`src/rtl/hub75_row_driver_if.sv`:
```
// Row-pair handoff from the pixel loader: six 1-bit colour planes per valid/ready beat.
// The driver accepts one beat per row; the loader holds the words stable while valid waits.
interface hub75_row_driver_if #(
  parameter int COLS = 64
);
  logic            s_valid;
  logic            s_ready;
  logic [COLS-1:0] red_0;
  logic [COLS-1:0] green_0;
  logic [COLS-1:0] blue_0;
  logic [COLS-1:0] red_1;
  logic [COLS-1:0] green_1;
  logic [COLS-1:0] blue_1;

  modport master (
    output s_valid, red_0, green_0, blue_0, red_1, green_1, blue_1,
    input  s_ready
  );

  modport slave (
    input  s_valid, red_0, green_0, blue_0, red_1, green_1, blue_1,
    output s_ready
  );
endinterface

```
`src/rtl/hub75_row_driver.sv`:
```
// HUB75 row driver: shifts a captured row-pair out column 0 first, blanks, latches, then lights it.
// Row period is 2*CLK_DIV*COLS + 2 + OE_CYCLES cycles after the handshake; s_ready is low for all of it.
module hub75_row_driver #(
  parameter int COLS       = 64,
  parameter int ROW_ADDR_W = 5,
  parameter int CLK_DIV    = 2,
  parameter int OE_CYCLES  = 256
) (
  input  logic                  clk,
  input  logic                  rst,
  hub75_row_driver_if.slave     bus,
  output logic                  hub_r0,
  output logic                  hub_g0,
  output logic                  hub_b0,
  output logic                  hub_r1,
  output logic                  hub_g1,
  output logic                  hub_b1,
  output logic                  hub_clk,
  output logic                  hub_lat,
  output logic                  hub_oe_n,
  output logic [ROW_ADDR_W-1:0] hub_addr,
  output logic                  frame_done
);

  localparam int PER   = 2 * CLK_DIV;
  localparam int DIV_W = $clog2(PER);
  localparam int COL_W = $clog2(COLS + 1);
  localparam int OE_W  = $clog2(OE_CYCLES + 1);

  typedef enum logic [2:0] {IDLE, SHIFT, BLANK, LATCH, DISPLAY} state_t;

  state_t                 state, state_n;
  logic [DIV_W-1:0]       div, div_n;
  logic [COL_W-1:0]       col, col_n;
  logic [OE_W-1:0]        oe_cnt, oe_cnt_n;
  logic [ROW_ADDR_W-1:0]  row_cnt, row_cnt_n;
  logic [ROW_ADDR_W-1:0]  addr_n;
  logic [5:0][COLS-1:0]   sr, sr_n;
  logic [5:0]             dat, dat_n;
  logic                   ready_n, sclk_n, lat_n, oe_off_n, fd_n;

  // Every pin is a register: the comb block computes what the next cycle should show.
  always_comb begin
    state_n   = state;
    div_n     = div;
    col_n     = col;
    oe_cnt_n  = oe_cnt;
    row_cnt_n = row_cnt;
    addr_n    = hub_addr;
    sr_n      = sr;
    dat_n     = dat;
    sclk_n    = 1'b0;
    lat_n     = 1'b0;
    oe_off_n  = 1'b1;
    fd_n      = 1'b0;

    case (state)
      IDLE: begin
        if (bus.s_valid && bus.s_ready) begin
          state_n = SHIFT;
          div_n   = '0;
          col_n   = '0;
          sr_n    = {bus.blue_1, bus.green_1, bus.red_1, bus.blue_0, bus.green_0, bus.red_0};
          dat_n   = {bus.blue_1[0], bus.green_1[0], bus.red_1[0],
                     bus.blue_0[0], bus.green_0[0], bus.red_0[0]};
        end
      end
      SHIFT: begin
        if (div == DIV_W'(PER - 1)) begin
          // Zeros shift in, so the pins fall to 0 after the last column.
          for (int i = 0; i < 6; i++) begin
            sr_n[i]  = sr[i] >> 1;
            dat_n[i] = sr_n[i][0];
          end
          div_n = '0;
          if (col == COL_W'(COLS - 1)) begin
            state_n = BLANK;
          end else begin
            col_n = col + COL_W'(1);
          end
        end else begin
          div_n  = div + DIV_W'(1);
          sclk_n = (div + DIV_W'(1)) >= DIV_W'(CLK_DIV);
        end
      end
      BLANK: begin
        state_n = LATCH;
        lat_n   = 1'b1;
        addr_n  = row_cnt;
      end
      LATCH: begin
        state_n  = DISPLAY;
        oe_off_n = 1'b0;
        oe_cnt_n = '0;
      end
      DISPLAY: begin
        if (oe_cnt == OE_W'(OE_CYCLES - 1)) begin
          state_n   = IDLE;
          row_cnt_n = row_cnt + ROW_ADDR_W'(1);
          fd_n      = &row_cnt;
        end else begin
          oe_cnt_n = oe_cnt + OE_W'(1);
          oe_off_n = 1'b0;
        end
      end
      default: state_n = IDLE;
    endcase

    ready_n = (state_n == IDLE);
  end

  always_ff @(posedge clk) begin
    if (rst) begin
      state       <= IDLE;
      div         <= '0;
      col         <= '0;
      oe_cnt      <= '0;
      row_cnt     <= '0;
      sr          <= '0;
      dat         <= '0;
      bus.s_ready <= 1'b0;
      hub_clk     <= 1'b0;
      hub_lat     <= 1'b0;
      hub_oe_n    <= 1'b1;
      hub_addr    <= '0;
      frame_done  <= 1'b0;
    end else begin
      state       <= state_n;
      div         <= div_n;
      col         <= col_n;
      oe_cnt      <= oe_cnt_n;
      row_cnt     <= row_cnt_n;
      sr          <= sr_n;
      dat         <= dat_n;
      bus.s_ready <= ready_n;
      hub_clk     <= sclk_n;
      hub_lat     <= lat_n;
      hub_oe_n    <= oe_off_n;
      hub_addr    <= addr_n;
      frame_done  <= fd_n;
    end
  end

  assign hub_r0 = dat[0];
  assign hub_g0 = dat[1];
  assign hub_b0 = dat[2];
  assign hub_r1 = dat[3];
  assign hub_g1 = dat[4];
  assign hub_b1 = dat[5];

endmodule

```
`src/flat_wrapper.sv`:
```
// flat-port wrapper written by rule: the top's interface ports become plain ports
module hub75_row_driver_flat 
#(
  parameter int COLS       = 64,
  parameter int ROW_ADDR_W = 5,
  parameter int CLK_DIV    = 2,
  parameter int OE_CYCLES  = 256
)
  (clk, rst, hub_r0, hub_g0, hub_b0, hub_r1, hub_g1, hub_b1, hub_clk, hub_lat, hub_oe_n, hub_addr, frame_done, bus_s_valid, bus_red_0, bus_green_0, bus_blue_0, bus_red_1, bus_green_1, bus_blue_1, bus_s_ready);
  hub75_row_driver_if #(.COLS(COLS)) bus_i ();
  input  logic clk;
  input  logic rst;
  output logic hub_r0;
  output logic hub_g0;
  output logic hub_b0;
  output logic hub_r1;
  output logic hub_g1;
  output logic hub_b1;
  output logic hub_clk;
  output logic hub_lat;
  output logic hub_oe_n;
  output logic [ROW_ADDR_W-1:0] hub_addr;
  output logic frame_done;
  input wire logic [$bits(bus_i.s_valid)-1:0] bus_s_valid;
  input wire logic [$bits(bus_i.red_0)-1:0] bus_red_0;
  input wire logic [$bits(bus_i.green_0)-1:0] bus_green_0;
  input wire logic [$bits(bus_i.blue_0)-1:0] bus_blue_0;
  input wire logic [$bits(bus_i.red_1)-1:0] bus_red_1;
  input wire logic [$bits(bus_i.green_1)-1:0] bus_green_1;
  input wire logic [$bits(bus_i.blue_1)-1:0] bus_blue_1;
  output wire logic [$bits(bus_i.s_ready)-1:0] bus_s_ready;
  assign bus_i.s_valid = bus_s_valid;
  assign bus_i.red_0 = bus_red_0;
  assign bus_i.green_0 = bus_green_0;
  assign bus_i.blue_0 = bus_blue_0;
  assign bus_i.red_1 = bus_red_1;
  assign bus_i.green_1 = bus_green_1;
  assign bus_i.blue_1 = bus_blue_1;
  assign bus_s_ready = bus_i.s_ready;
  hub75_row_driver #(.COLS(COLS), .ROW_ADDR_W(ROW_ADDR_W), .CLK_DIV(CLK_DIV), .OE_CYCLES(OE_CYCLES)) u_core (.clk(clk), .rst(rst), .bus(bus_i), .hub_r0(hub_r0), .hub_g0(hub_g0), .hub_b0(hub_b0), .hub_r1(hub_r1), .hub_g1(hub_g1), .hub_b1(hub_b1), .hub_clk(hub_clk), .hub_lat(hub_lat), .hub_oe_n(hub_oe_n), .hub_addr(hub_addr), .frame_done(frame_done));
endmodule
```
`config.mk`:
```
export PLATFORM = sky130hd
export DESIGN_NAME = hub75_row_driver_flat
export DESIGN_NICKNAME = d
export VERILOG_FILES = /design/src/rtl/hub75_row_driver_if.sv /design/src/rtl/hub75_row_driver.sv /design/src/flat_wrapper.sv
export SDC_FILE = /design/constraint.sdc
export NUM_CORES = 1
export LEC_CHECK = 0
export ABC_AREA = 0
export CELL_PAD_IN_SITES_DETAIL_PLACEMENT = 0
export CELL_PAD_IN_SITES_GLOBAL_PLACEMENT = 1
export CORE_MARGIN = 1
export CORE_UTILIZATION = 29
export DETAILED_ROUTE_END_ITERATION = 16
export PLACE_DENSITY_LB_ADDON = 0.1
export SKIP_CTS_REPAIR_TIMING = 1
export SYNTH_ARGS = -nofsm -noshare
export SYNTH_HDL_FRONTEND = slang
export SYNTH_SLANG_ARGS = --single-unit
```
`constraint.sdc`:
```
create_clock -name clk -period 3.7 [get_ports clk]
set_input_delay 0.37 -clock clk [delete_from_list [all_inputs] [get_ports clk]]
set_output_delay 0.37 -clock clk [all_outputs]
set_load 0.005 [all_outputs]
```
==> results.sh <==
export IMPL_status="complete, no violations"
export IMPL_async_flop_share_pct=0
export IMPL_viasPerCell=4.966
export IMPL_clkSinkCount=420
export IMPL_drt_pre_antenna_iters=5
export IMPL_pwr_share_clk_pct=40.5
export IMPL_clockBufferDepth=3
export IMPL_synth_cells=2292
export IMPL_power_leakage_uw=0.008476
export IMPL_fin_crit_ns=2.522
export IMPL_swShare_pct=26.46
export IMPL_grt_pass1_wl_um=87850
export IMPL_clk_latency_ns=0.58
export IMPL_synth_cell_area_sq_um=17830
export IMPL_hold_path_cell_count=2
export IMPL_antenna_found_initial=8
export IMPL_critPathCapture="u_core.oe_cnt[7]$_SDFFE_PP0P_"
export IMPL_final_antenna_net_count=0
export IMPL_syn_avg_cell_area_sq_um=7.780
export IMPL_p_sw_uw=3067
export IMPL_p_comb_share_pct=15.5
export IMPL_fin_skew_ns=0.01253
export IMPL_path_cells="ha_1 -> nand2_1 -> nor2_1 -> and3_1 -> ha_1 -> or4b_1 -> a2111oi_4 -> xnor2_1 -> nor2_2"
export IMPL_ioPinCount=403
export IMPL_drv_cap=0
export IMPL_finalMaxSlewViolations=0
export IMPL_fmax_ghz=0.3964
export IMPL_synth_seq_cells=420
export IMPL_routedWlPerCell_um=16.24
export IMPL_tns_ns=0
export IMPL_crit_fanout=8
export IMPL_synth_edf_count=0
export IMPL_cts_buffers=50
export IMPL_slew_headroom_pct=35.69
export IMPL_grt_use_total_pct=17.10
export IMPL_root_buffer="clkbuf_16"
export IMPL_port_buffers=402
export IMPL_rrSetupSlack_ns=1.18
export IMPL_grt_max_degree=201
export IMPL_internal_power_uw=8524
export IMPL_mostFrequentLayoutCells="nand2_1, dfxtp_1, nor2_1"
export IMPL_nets=2952
export IMPL_hp_class="primary input to flip-flop"
export IMPL_gp_congestion=0.7480
export IMPL_reg2reg_from="u_core.oe_cnt[0]$_SDFFE_PP0P_"
export IMPL_critPathMostFrequentCell="ha_1"
export IMPL_ys_flop_type="dfxtp_1"
export IMPL_rows=90
export IMPL_drive_above_1_share_pct=4.165
export IMPL_ir_drop_uv=356.1
export IMPL_core_sq_um=60580
export IMPL_mostFrequentLayoutCell="nand2_1"
export IMPL_n_fill_cell=6226
export IMPL_fin_util_pct=39.46
export IMPL_crit_path_start="u_core.oe_cnt[0]$_SDFFE_PP0P_"
export IMPL_cp_end_kind="flip-flop"
export IMPL_reg2reg_depth=9
export IMPL_cpPeakStageDelay_ns=0.66
export IMPL_required_ns=4.16
export IMPL_r2r_end="u_core.oe_cnt[7]$_SDFFE_PP0P_"
export IMPL_yosysUniqueCellTypes=43
export IMPL_hold_viol=0
export IMPL_dieArea_sq_um=62480
export IMPL_dp_hpwl_um=35440
export IMPL_cts_max_level=2
export IMPL_seq_area_frac_synth_pct=47.15
export IMPL_syn_nets=2685
export IMPL_clk_pin_slew_worst_paths_ns=0.06
export IMPL_yosys_warnings=0
export IMPL_die_h_um=250.0
export IMPL_grt_ovfl_total=0
export IMPL_powerDensity_nw_per_um2=484.8
export IMPL_setup_violations=0
export IMPL_crit_slowest_cell="or4b_1"
export IMPL_crit_type="flip-flop to flip-flop"
export IMPL_syn2layout_area_growth_pct=34.08
export IMPL_wirelength_um=54870
export IMPL_drtIter0Drc=883
export IMPL_tightest_slew_ns=0.9647
export IMPL_die_w_um=250.0
export IMPL_initial_core_util_pct=29.43
export IMPL_vias=16779
export IMPL_first_global_vias=16269
export IMPL_startpoint_type="flip-flop"
export IMPL_finalCritPeriodShare_pct=68.18
export IMPL_grt_setup_unrepaired="false"
export IMPL_remaining_drc_errors=0
export IMPL_cts_tree="yes"
export IMPL_seq_power_share_pct=44.0
export IMPL_crit_arrival_ns=2.99
-- layer usage --
| metal | track usage (%) | share of wire, % | wire [um] |
|---|---|---|---|
| met5 | 0 | 0.084 | 46 |
| met4 | 4.926 | 2.0 | 1112 |
| met3 | 3.577 | 5.3 | 2929 |
| met2 | 27.78 | 46 | 25340 |
| met1 | 22.74 | 46 | 25440 |
-- layout make-up --
| class | count | area, sq um | area share, % |
|---|---|---|---|
| clock buffers | 81 | 1521 | 6.364 |
| repair buffers | 434 | 4469 | 18.69 |
| well taps | 782 | 978.4 | 4.093 |
| clock inverters | 5 | 25.02 | 0.1047 |
| inverters | 6 | 22.52 | 0.09420 |
| diodes | 4 | 10.01 | 0.04187 |
| flip-flops and latches | 420 | 8408 | 35.17 |
| multi-input cells | 1647 | 8473 | 35.44 |
-- critical path: cells and delay by family (launching register included) --
kind | cells | cell delay [ns]
simple gates | 5 | 1.05
flops | 1 | 0.33
xor+xnor | 1 | 0.17
compound gates | 1 | 0.42
fa+ha+maj | 2 | 0.44
-- power groups by stage --
stage / clock (uW) / sequential, uW / combinational (uW)
finish: 4700 / 5100 / 1790
global route: 5060 / 5150 / 2020
CTS: 4890 / 5100 / 1830
detailed placement: 0 / 5190 / 1820
global placement: 0 / 5180 / 1790
floorplan: 0 / 5140 / 1110
-- synthesized netlist by cell type (8+ instances only) --
cell        n  area (sq um)
nand2_1   771          2894
mux2i_1     8         80.08
buf_2      87         435.4
a311oi_1  379          3319
dfxtp_1   420          8408
buf_1      11         41.29
a22oi_1     8         60.06
a21oi_1     8         40.04
clkbuf_1  119         446.7
nor2_1    408          1531
-- sequential cells by signal (all words and copies together) (netlist names), 2 cells and up --
register / flops
u_core.sr: 379
u_core.oe_cnt: 9
u_core.col: 7
u_core.dat: 5
u_core.hub_addr: 5
u_core.row_cnt: 5
u_core.state: 3
u_core.div: 2
-- metrics by stage --
step | instances | setup WS, ns | area [sq um] | hold WS (ns) | total power, uW
detailed placement | 3289 | 1.139 | 22350 | 0.4435 | 7010
global placement | 3289 | 1.206 | 22350 | 0.4384 | 6973
CTS | 3375 | 1.170 | 23900 | 0.07646 | 11820
global route | 3378 | 0.9824 | 23910 | 0.1166 | 12230
floorplan | 2292 | 1.393 | 17830 | 0.4264 | 6249
finish | 3379 | 1.178 | 23910 | 0.1140 | 11590
-- cell families after synthesis --
family	synth area share [%]
simple gates	26.10
compound gates	20.08
xor+xnor	0.3438
mux	0.4491
buf+inv	5.445
fa+ha+maj	0.4210
flops	47.15
-- worst min-delay path by stage --
stage	endpoint	slack, ns	start
after global routing	u_core.div[1]$_SDFFE_PP0P_	0.12	rst
after global placement	u_core.oe_cnt[8]$_SDFFE_PP0P_	0.44	u_core.oe_cnt[8]$_SDFFE_PP0P_
after detailed placement	u_core.oe_cnt[8]$_SDFFE_PP0P_	0.44	u_core.oe_cnt[8]$_SDFFE_PP0P_
after CTS	u_core.row_cnt[3]$_SDFFE_PP0P_	0.08	rst
after floorplan	u_core.oe_cnt[8]$_SDFFE_PP0P_	0.43	u_core.oe_cnt[8]$_SDFFE_PP0P_
final	u_core.row_cnt[3]$_SDFFE_PP0P_	0.11	rst
No activity file was read; power rests on OpenSTA's default activity.
